## config.mk

```make
export PLATFORM = sky130hd
export DESIGN_NAME = collatz_responder_flat
export DESIGN_NICKNAME = d
export VERILOG_FILES = /design/src/rtl/collatz_pkg.sv /design/src/rtl/collatz_responder_if.sv /design/src/rtl/collatz_step.sv /design/src/rtl/collatz_responder.sv /design/src/flat_wrapper.sv
export SDC_FILE = /design/constraint.sdc
export NUM_CORES = 1
export LEC_CHECK = 0
export CAP_MARGIN = 25
export CORE_AREA = 2 2 110 112
export CTS_CLUSTER_DIAMETER = 120
export CTS_CLUSTER_SIZE = 40
export DETAILED_ROUTE_END_ITERATION = 10
export DIE_AREA = 0 0 112 114
export DONT_BUFFER_PORTS = 1
export HOLD_SLACK_MARGIN = 0.12
export PLACE_DENSITY = 0.63
export REMOVE_ABC_BUFFERS = 1
export SYNTH_ARGS = -nofsm -noshare
export SYNTH_HDL_FRONTEND = slang
export SYNTH_SLANG_ARGS = --single-unit
export TNS_END_PERCENT = 100
```

## constraint.sdc

```tcl
create_clock -name clk -period 4.1 [get_ports clk]
set_input_delay 0.82 -clock clk [delete_from_list [all_inputs] [get_ports clk]]
set_output_delay 0.82 -clock clk [all_outputs]
set_load 0.005 [all_outputs]
```

## src/rtl/collatz_pkg.sv

```systemverilog
// Shared types and defaults for the Collatz responder slice.
// Holds the FSM state encoding, default sizing and the result-width helper.
package collatz_pkg;

    typedef enum logic [1:0] {
        IDLE = 2'd0,
        BUSY = 2'd1,
        DONE = 2'd2
    } state_e;

    localparam int DEFAULT_W         = 32;
    localparam int DEFAULT_MAX_STEPS = 255;

    // Bits needed to hold a step count from 0 up to max_steps inclusive.
    function automatic int res_width(input int max_steps);
        return $clog2(max_steps + 1);
    endfunction

endpackage

```

## src/rtl/collatz_responder_if.sv

```systemverilog
// Request/response handshake between an initiator and the Collatz responder.
// The initiator drives arg/arg_stb; the responder answers with ack, strobe and result.
interface collatz_responder_if
    import collatz_pkg::*;
#(
    parameter int W         = DEFAULT_W,
    parameter int MAX_STEPS = DEFAULT_MAX_STEPS
);

    localparam int RES_W = res_width(MAX_STEPS);

    logic [W-1:0]     arg;
    logic             arg_stb;
    logic             arg_ack;
    logic             res_stb;
    logic [RES_W-1:0] res;
    logic             res_timeout;
    logic             res_err;

    modport master (
        output arg,
        output arg_stb,
        input  arg_ack,
        input  res_stb,
        input  res,
        input  res_timeout,
        input  res_err
    );

    modport slave (
        input  arg,
        input  arg_stb,
        output arg_ack,
        output res_stb,
        output res,
        output res_timeout,
        output res_err
    );

endinterface

```

## src/rtl/collatz_step.sv

```systemverilog
// One combinational Collatz step: halve an even value, 3x+1 an odd value.
// The odd path is computed two bits wider so overflow past W bits is visible.
module collatz_step #(
    parameter int W = 32
) (
    input  logic [W-1:0] x,
    output logic [W-1:0] next,
    output logic         is_one,
    output logic         overflow
);

    logic [W+1:0] triple_plus_one;

    always_comb begin
        triple_plus_one = {2'b00, x} + {1'b0, x, 1'b0} + (W+2)'(1);
        is_one          = (x == W'(1));
        overflow        = x[0] & (triple_plus_one[W+1:W] != 2'b00);
        if (x[0]) begin
            next = triple_plus_one[W-1:0];
        end else begin
            next = {1'b0, x[W-1:1]};
        end
    end

endmodule

```

## src/rtl/collatz_responder.sv

```systemverilog
// Handshake responder that counts Collatz steps from a latched argument down to 1.
// Results carry timeout (step limit) and error (zero argument / 3x+1 overflow) flags.
module collatz_responder
    import collatz_pkg::*;
#(
    parameter int W         = DEFAULT_W,
    parameter int MAX_STEPS = DEFAULT_MAX_STEPS
) (
    input  logic               clk,
    input  logic               rst,
    collatz_responder_if.slave bus
);

    localparam int RES_W = res_width(MAX_STEPS);
    localparam logic [RES_W-1:0] CNT_MAX = RES_W'(MAX_STEPS);

    state_e           state_q, state_d;
    logic [W-1:0]     x_q, x_d;
    logic [RES_W-1:0] cnt_q, cnt_d;
    logic             arg_ack_q, arg_ack_d;
    logic             res_stb_q, res_stb_d;
    logic [RES_W-1:0] res_q, res_d;
    logic             res_timeout_q, res_timeout_d;
    logic             res_err_q, res_err_d;

    logic [W-1:0]     step_next;
    logic             step_is_one;
    logic             step_overflow;

    collatz_step #(
        .W(W)
    ) u_step (
        .x        (x_q),
        .next     (step_next),
        .is_one   (step_is_one),
        .overflow (step_overflow)
    );

    always_comb begin
        state_d       = state_q;
        x_d           = x_q;
        cnt_d         = cnt_q;
        arg_ack_d     = arg_ack_q;
        res_stb_d     = res_stb_q;
        res_d         = res_q;
        res_timeout_d = res_timeout_q;
        res_err_d     = res_err_q;

        unique case (state_q)
            IDLE: begin
                if (bus.arg_stb) begin
                    x_d           = bus.arg;
                    cnt_d         = '0;
                    arg_ack_d     = 1'b1;
                    res_d         = '0;
                    res_timeout_d = 1'b0;
                    res_err_d     = 1'b0;
                    // Zero never reaches 1, so it is reported as an error right away.
                    if (bus.arg == '0) begin
                        res_err_d = 1'b1;
                        res_stb_d = 1'b1;
                        state_d   = DONE;
                    end else begin
                        state_d   = BUSY;
                    end
                end
            end

            BUSY: begin
                if (!bus.arg_stb) begin
                    arg_ack_d = 1'b0;
                    state_d   = IDLE;
                end else if (step_is_one) begin
                    res_d     = cnt_q;
                    res_stb_d = 1'b1;
                    state_d   = DONE;
                end else if (cnt_q == CNT_MAX) begin
                    res_d         = cnt_q;
                    res_timeout_d = 1'b1;
                    res_stb_d     = 1'b1;
                    state_d       = DONE;
                end else if (step_overflow) begin
                    res_d     = cnt_q;
                    res_err_d = 1'b1;
                    res_stb_d = 1'b1;
                    state_d   = DONE;
                end else begin
                    x_d   = step_next;
                    cnt_d = cnt_q + RES_W'(1);
                end
            end

            DONE: begin
                if (!bus.arg_stb) begin
                    arg_ack_d = 1'b0;
                    res_stb_d = 1'b0;
                    state_d   = IDLE;
                end
            end

            default: begin
                state_d = IDLE;
            end
        endcase
    end

    always_ff @(posedge clk) begin
        if (rst) begin
            state_q       <= IDLE;
            x_q           <= '0;
            cnt_q         <= '0;
            arg_ack_q     <= 1'b0;
            res_stb_q     <= 1'b0;
            res_q         <= '0;
            res_timeout_q <= 1'b0;
            res_err_q     <= 1'b0;
        end else begin
            state_q       <= state_d;
            x_q           <= x_d;
            cnt_q         <= cnt_d;
            arg_ack_q     <= arg_ack_d;
            res_stb_q     <= res_stb_d;
            res_q         <= res_d;
            res_timeout_q <= res_timeout_d;
            res_err_q     <= res_err_d;
        end
    end

    assign bus.arg_ack     = arg_ack_q;
    assign bus.res_stb     = res_stb_q;
    assign bus.res         = res_q;
    assign bus.res_timeout = res_timeout_q;
    assign bus.res_err     = res_err_q;

endmodule

```

## src/flat_wrapper.sv

```systemverilog
// flat-port wrapper written by rule: the top's interface ports become plain ports
module collatz_responder_flat import collatz_pkg::*;
#(
    parameter int W         = DEFAULT_W,
    parameter int MAX_STEPS = DEFAULT_MAX_STEPS
)
  (clk, rst, bus_arg, bus_arg_stb, bus_arg_ack, bus_res_stb, bus_res, bus_res_timeout, bus_res_err);
  collatz_responder_if #(.W(W), .MAX_STEPS(MAX_STEPS)) bus_i ();
  input  logic clk;
  input  logic rst;
  input wire logic [$bits(bus_i.arg)-1:0] bus_arg;
  input wire logic [$bits(bus_i.arg_stb)-1:0] bus_arg_stb;
  output wire logic [$bits(bus_i.arg_ack)-1:0] bus_arg_ack;
  output wire logic [$bits(bus_i.res_stb)-1:0] bus_res_stb;
  output wire logic [$bits(bus_i.res)-1:0] bus_res;
  output wire logic [$bits(bus_i.res_timeout)-1:0] bus_res_timeout;
  output wire logic [$bits(bus_i.res_err)-1:0] bus_res_err;
  assign bus_i.arg = bus_arg;
  assign bus_i.arg_stb = bus_arg_stb;
  assign bus_arg_ack = bus_i.arg_ack;
  assign bus_res_stb = bus_i.res_stb;
  assign bus_res = bus_i.res;
  assign bus_res_timeout = bus_i.res_timeout;
  assign bus_res_err = bus_i.res_err;
  collatz_responder #(.W(W), .MAX_STEPS(MAX_STEPS)) u_core (.clk(clk), .rst(rst), .bus(bus_i));
endmodule
```

Word-level counts from Yosys, hierarchy flattened

Cells that the tools add are included.

Input bits: 35
Output and inout port bits: 12
Bits in registers: 54
Logic and storage cells: 89

Add/subtract/negate cells: 3
Reduce and logical (&&, ||, !) cells: 14
Muxes and demuxes: 47
Bitwise operators: 1
Equal/unequal tests: 16

Operator list:

| cell                    | number |
|---|---|
| $mux W32                | 6 |
| $mux W8                 | 9 |
| $pmux W32 S2            | 1 |
| $add A32 B33 Y34        | 1 |
| $add A34 B1 Y34 const B | 1 |
| $eq A32 B1 Y1 const B   | 1 |
| $logic_not A32 Y1       | 1 |
| $pmux W8 S2             | 2 |
| $reduce_and A6 Y1       | 3 |
| $mux W1                 | 17 |
| $mux W2                 | 7 |
| $ne A2 B2 Y1 const B    | 7 |
| $add A8 B1 Y8 const B   | 1 |
| $eq A8 B8 Y1 const B    | 1 |
| $ne A2 B1 Y1 const B    | 3 |
| $pmux W1 S2             | 3 |
| $pmux W2 S3             | 1 |
| $reduce_and A3 Y1       | 2 |
| $reduce_bool A2 Y1      | 3 |
| $ne A5 B2 Y1 const B    | 1 |
| $reduce_and A5 Y1       | 1 |
| $ne A4 B1 Y1 const B    | 1 |
| $reduce_and A4 Y1       | 1 |
| $pmux W1 S3             | 1 |
| 6 further kinds         | 6 |

Longest topological paths before layout

Depth after elaboration: 9
Depth in mapped cells: 15

Hierarchy

Synthesis repeated with hierarchy kept, for this count alone.

Cell total of the unflattened synthesis: 688
Area, all modules: 5241.3 um^2

Modules (own cells, without submodules):

| module            | seq. area each (um^2) | area each (um^2) | instances | cells an instance |
|---|---|---|---|---|
| collatz_responder | 1081.0                | 2645.0           | 1         | 293 |
| collatz_step      | 0.0                   | 2596.2           | 1         | 395 |

Worst setup path after synthesis

OpenSTA, ideal clock, no wires.

Path type: register to register
Start: reg u_core.x_q[0]
End: reg u_core.res_q[3], in the netlist u_core.bus.res[3]
Stages on the path, launching flop included: 14
Arrival time: 3.175 ns
Buffers on the path: 2
Setup time: 0.121 ns
Setup slack: 0.805 ns
Data required time: 3.979 ns
Path through: dfxtp_1 clkbuf_1 inv_1 clkbuf_1 ha_1 inv_1 a21oi_1 o221ai_1 a22oi_1 o211a_1 o21ai_1 o31ai_1 a21oi_2 mux2_2

Longest elaborated chain between the ends: 6
Elaborated cells between the ends (all ways): 10
Classes of those cells: add/sub (2); eq/ne (2); mux (3); bitwise (1); reduce/logical (2)

RTL lines:

| item                               | line                     | source |
|---|---|---|
| start, declared                    | collatz_responder.sv:18  | `logic [W-1:0] x_q, x_d;` |
| start signal, assigned             | collatz_responder.sv:110 | `x_q <= '0;` |
| start signal, assigned             | collatz_responder.sv:119 | `x_q <= x_d;` |
| $add A32 B33 Y34                   | collatz_step.sv:15       | `triple_plus_one = {2'b00, x} + {1'b0, x, 1'b0} + (W+2)'(1);` |
| $add A34 B1 Y34                    | collatz_step.sv:15       |  |
| $reduce_bool A2 Y1                 | collatz_step.sv:17       | `overflow = x[0] & (triple_plus_one[W+1:W] != 2'b00);` |
| $and A1 B1 Y1                      | collatz_step.sv:17       |  |
| $ne A4 B1 Y1 (no source line)      | --                       |  |
| $reduce_and A4 Y1 (no source line) | --                       |  |
| end signal, assigned               | collatz_responder.sv:123 | `res_q <= res_d;` |
| end, declared                      | collatz_responder.sv:22  | `logic [RES_W-1:0] res_q, res_d;` |

Parallel ways exist; a longest one is shown, timed or not. The select of a mux whose other input is x is not followed.
A chain may end at the register's enable or synchronous reset.

Final worst setup path

Start: reg u_core.x_q[11]
End: reg u_core.cnt_q[4]

Longest elaborated chain between the ends: 6
Elaborated cells between the ends (all ways): 8
Classes of those cells: add/sub (2); eq/ne (3); bitwise (1); reduce/logical (2)

RTL lines:

| item                                 | line                     | source |
|---|---|---|
| $add A32 B33 Y34                     | collatz_step.sv:15       |  |
| $add A34 B1 Y34                      | collatz_step.sv:15       |  |
| $reduce_bool A2 Y1                   | collatz_step.sv:17       |  |
| $and A1 B1 Y1                        | collatz_step.sv:17       |  |
| $ne A2 B2 Y1 (no source line)        | --                       |  |
| $reduce_and A6 Y1 (no source line) * | --                       |  |
| end signal, assigned                 | collatz_responder.sv:120 | `cnt_q <= cnt_d;` |
| end, declared                        | collatz_responder.sv:19  | `logic [RES_W-1:0] cnt_q, cnt_d;` |

Mark *: on every way between the ends. The rest lies on a longest branch, timed or not.

==> impl_metrics.yaml <==
outcome:
  status: "finished, final reports clean"
power:
  pwr-share-seq: 0.234
  power-per-cell-area_nw_per_um2: 631
  p_sw_frac: 0.499
  ir_drop_uv: 319
  leakagePower_nw: 2.13
  p_int_w: 0.00171
  p_comb_frac: 0.628
  switchingPower_w: 0.00170
  clockPowerShare: 0.138
setup_path:
  r2r_cells: 12
  path_depth: 12
  worstPathMaxFanout: 12
  r2r_slack_ns: 0.69
  cp_data_required_time_ns: 4.34
  critical_path_arrival_ns: 3.65
  start_kind: "flop"
  critPathTopFamily: "compound AO/OA/AOI/OAI gates"
  crit_chain: "inv_1 > ha_1 > nand2_1 > o211ai_1 > nand4_1 > nand3_2 > a41oi_2 > xnor2_2 > o31ai_1 > buf_4 > or4b_1 > o21ai_0"
  critical_path_class: "flop to flop"
  critPathMaxStageDelay_ns: 0.52
  cp_num_buf_inv: 2
  critPathSlowestCell: "o31ai_1"
  setup.worst_path.end_class: "flop"
drt:
  first_pass_iters: 5
  drc_errors: 0
  wirelength_mm: 14.5
  drtIter0Drc: 261
  vias: 5015
  viasPerCell: 6.09
  final_antenna_net_count: 0
  wl_per_cell_um: 17.6
logic_synthesis:
  ys_warn_count: 0
  syn_area_um2: 5110
  syn_inst: 692
  async_flop_share: 0
  yosys.area.top_type: "dfxtp_1"
  avgSynthCellArea_um2: 7.39
  synthTopCellsByCount: "nand2_1 (88), a21oi_1 (73), nor2_1 (56)"
  synth_seq_cells: 54
  yosysTopAreaCellShare: 0.211
  synth_most_common_cell: "nand2_1"
  ys.flop_type: "dfxtp_1"
  synth_cell_types: 70
  synth_edf_count: 0
  synth_area_leaders: "dfxtp_1 (21%), ha_1 (13%), a21oi_1 (7.1%), nand2_1 (6.5%), nor2_1 (4.1%)"
  seq_area_frac_synth: 0.211
placement:
  port_buffers: 0
  pre_cts_ws_ns: 0.704
  place.gp.congestion: 0.923
  dp_hpwl_mm: 11.1
cells_and_area:
  nFillCells: 1210
  drive_above_1_share: 0.0665
  syn_to_final_growth_pct: 5.45
  multiInputGateArea_um2: 3710
  finalNetCount: 767
  diodes: 0
  seq_area_um2: 1080
grt:
  grt_pass1_vias: 4864
  track_usage: 0.228
  antenna_found_initial: 0
  gr-total-overflow: 0
  grt_pass1_wl_mm: 24.0
  grt_max_degree: 50
floorplan:
  row_count: 40
  die_w_um: 112
  core_region_area_um2: 11700
  dieArea_um2: 12800
  initial_core_util: 0.437
  die_height_um: 114
  ios: 47
hold_path:
  min_path_cells: 2
  hp-class: "flop to flop"
clocking:
  cts_tree: "yes"
  cts_max_level: 2
  cts_buffer_depth: 2
  clk_latency_ns: 0.31
  clock_sinks: 54
  hold_buffers: 0
  cts_setup_buffers: 0
  cts_made_buffers: 5
  path_clk_slew_ns: 0.08
  cts-root-buf: "clkbuf_16"
  ctsResizeCount: 0
timing:
  clock_skew_ns: 0.00730
  rsz0062_at_grt: "no"
  tns_ns: 0
  slew_viol_final: 0
  finalHoldViolCount: 0
  worst_slew_pin_slew_ns: 0.686
  slew_headroom: 0.542
  setup_viol: 0
  period_share: 0.832
  period_needed_ns: 3.41
  fin_ws_ns: 0.690
  fmax_mhz: 293
run:
  drv_cap: 0
-- cell type report --
class                           count  share of cell area
Multi-Input combinational cell    556               0.687
Clock buffer                        5              0.0232
Inverter                           47              0.0327
Sequential cell                    54               0.201
Clock inverter                      3             0.00534
Timing Repair Buffer               12              0.0167
Tap cell                          147              0.0341
-- placed cells by master (no fill, tap or decap), types with 3 or more instances in the layout --
cell | Yosys | layout
a211o_1 | 5 | 5
a211oi_1 | 10 | 10
a21o_1 | 5 | 5
a21oi_1 | 73 | 73
a21oi_2 | 4 | 4
a311oi_1 | 3 | 3
a31o_2 | 5 | 5
a31oi_1 | 13 | 13
a32oi_1 | 3 | 3
and3_1 | 16 | 16
buf_4 | 0 | 12
clkbuf_16 | 0 | 5
dfxtp_1 | 54 | 53
ha_1 | 55 | 54
inv_1 | 46 | 46
mux2_2 | 3 | 3
mux2i_1 | 16 | 16
nand2_1 | 88 | 88
nand3_1 | 11 | 11
nand4_1 | 11 | 11
nor2_1 | 56 | 56
nor2b_1 | 4 | 4
nor3_1 | 12 | 12
nor4_1 | 10 | 10
nor4b_1 | 3 | 3
o211ai_1 | 16 | 16
o21a_1 | 4 | 4
o21ai_0 | 40 | 40
o21ai_1 | 5 | 5
o221ai_1 | 4 | 4
o31ai_1 | 5 | 5
or3_1 | 8 | 8
xnor2_1 | 15 | 15
xor2_1 | 8 | 8
-- power groups by stage --
stage | clock, W | combinational, W | sequential, W
5_1_grt | 0.000497 | 0.00238 | 0.000821
3_5_place_dp | 0 | 0.00212 | 0.000811
4_1_cts | 0.000480 | 0.00213 | 0.000798
6_report | 0.000469 | 0.00214 | 0.000798
3_3_place_gp | 0 | 0.00209 | 0.000803
2_1_floorplan | 0 | 0.00155 | 0.000805
-- kinds of logic (layout without fill, tap and decap cells) --
group | after synthesis | count (layout) | synth area share
compound gates | 225 | 225 | 0.290
xor+xnor | 24 | 24 | 0.0426
fa+ha+maj | 56 | 56 | 0.138
buf+inv | 82 | 67 | 0.0665
flops | 54 | 54 | 0.211
mux | 19 | 19 | 0.0379
simple gates | 232 | 232 | 0.213
-- through the flow --
| step | cells | power [W] | util | hold WS (ns) | area (um^2) |
|---|---|---|---|---|---|
| after floorplan | 657 | 0.00235 | - | 0.451 | 4950 |
| after global placement | 816 | 0.00290 | 0.447 | 0.466 | 5240 |
| after detailed placement | 816 | 0.00293 | 0.447 | 0.467 | 5240 |
| after CTS | 824 | 0.00341 | 0.461 | 0.484 | 5390 |
| after global routing | 824 | 0.00370 | 0.461 | 0.512 | 5390 |
| final | 824 | 0.00341 | 0.461 | 0.478 | 5390 |
-- sequential cells by signal (all words and copies together) (netlist names), named ones only --
| register | count |
|---|---|
| u_core.x_q | 31 |
| u_core.cnt_q | 8 |
| u_core.bus.res_err | 1 |
| u_core.bus.res_stb | 1 |
| u_core.bus.res | 8 |
| u_core.bus.res_timeout | 1 |
| u_core.state_q | 2 |
| u_core.bus.arg_ack | 1 |
-- worst min-delay path: cells and delay by family (launching register included) --
| family | cells | cell delay, ns |
|---|---|---|
| AND/OR/NAND/NOR | 1 | 0.05 |
| multiplexers | 1 | 0.05 |
| flip-flops | 1 | 0.33 |
-- worst paths after layout --
path,from,end
min,u_core.bus.res[7]$_SDFFE_PP0P_,u_core.bus.res[7]$_SDFFE_PP0P_
max,u_core.x_q[11]$_SDFFE_PP0P_,u_core.cnt_q[4]$_SDFFE_PP0P_
min reg2reg,u_core.bus.res[7]$_SDFFE_PP0P_,u_core.bus.res[7]$_SDFFE_PP0P_
max reg2reg,u_core.x_q[11]$_SDFFE_PP0P_,u_core.cnt_q[4]$_SDFFE_PP0P_
-- routing by layer --
metal,GRT usage,routed length [um],vias to the layer above
met5,0,0,-
met4,0.0504,189,0
met3,0.0505,960,15
met2,0.394,6870,124
met1,0.293,6510,2387
li1,-,-,2489
No activity file was read; power rests on OpenSTA's default activity.
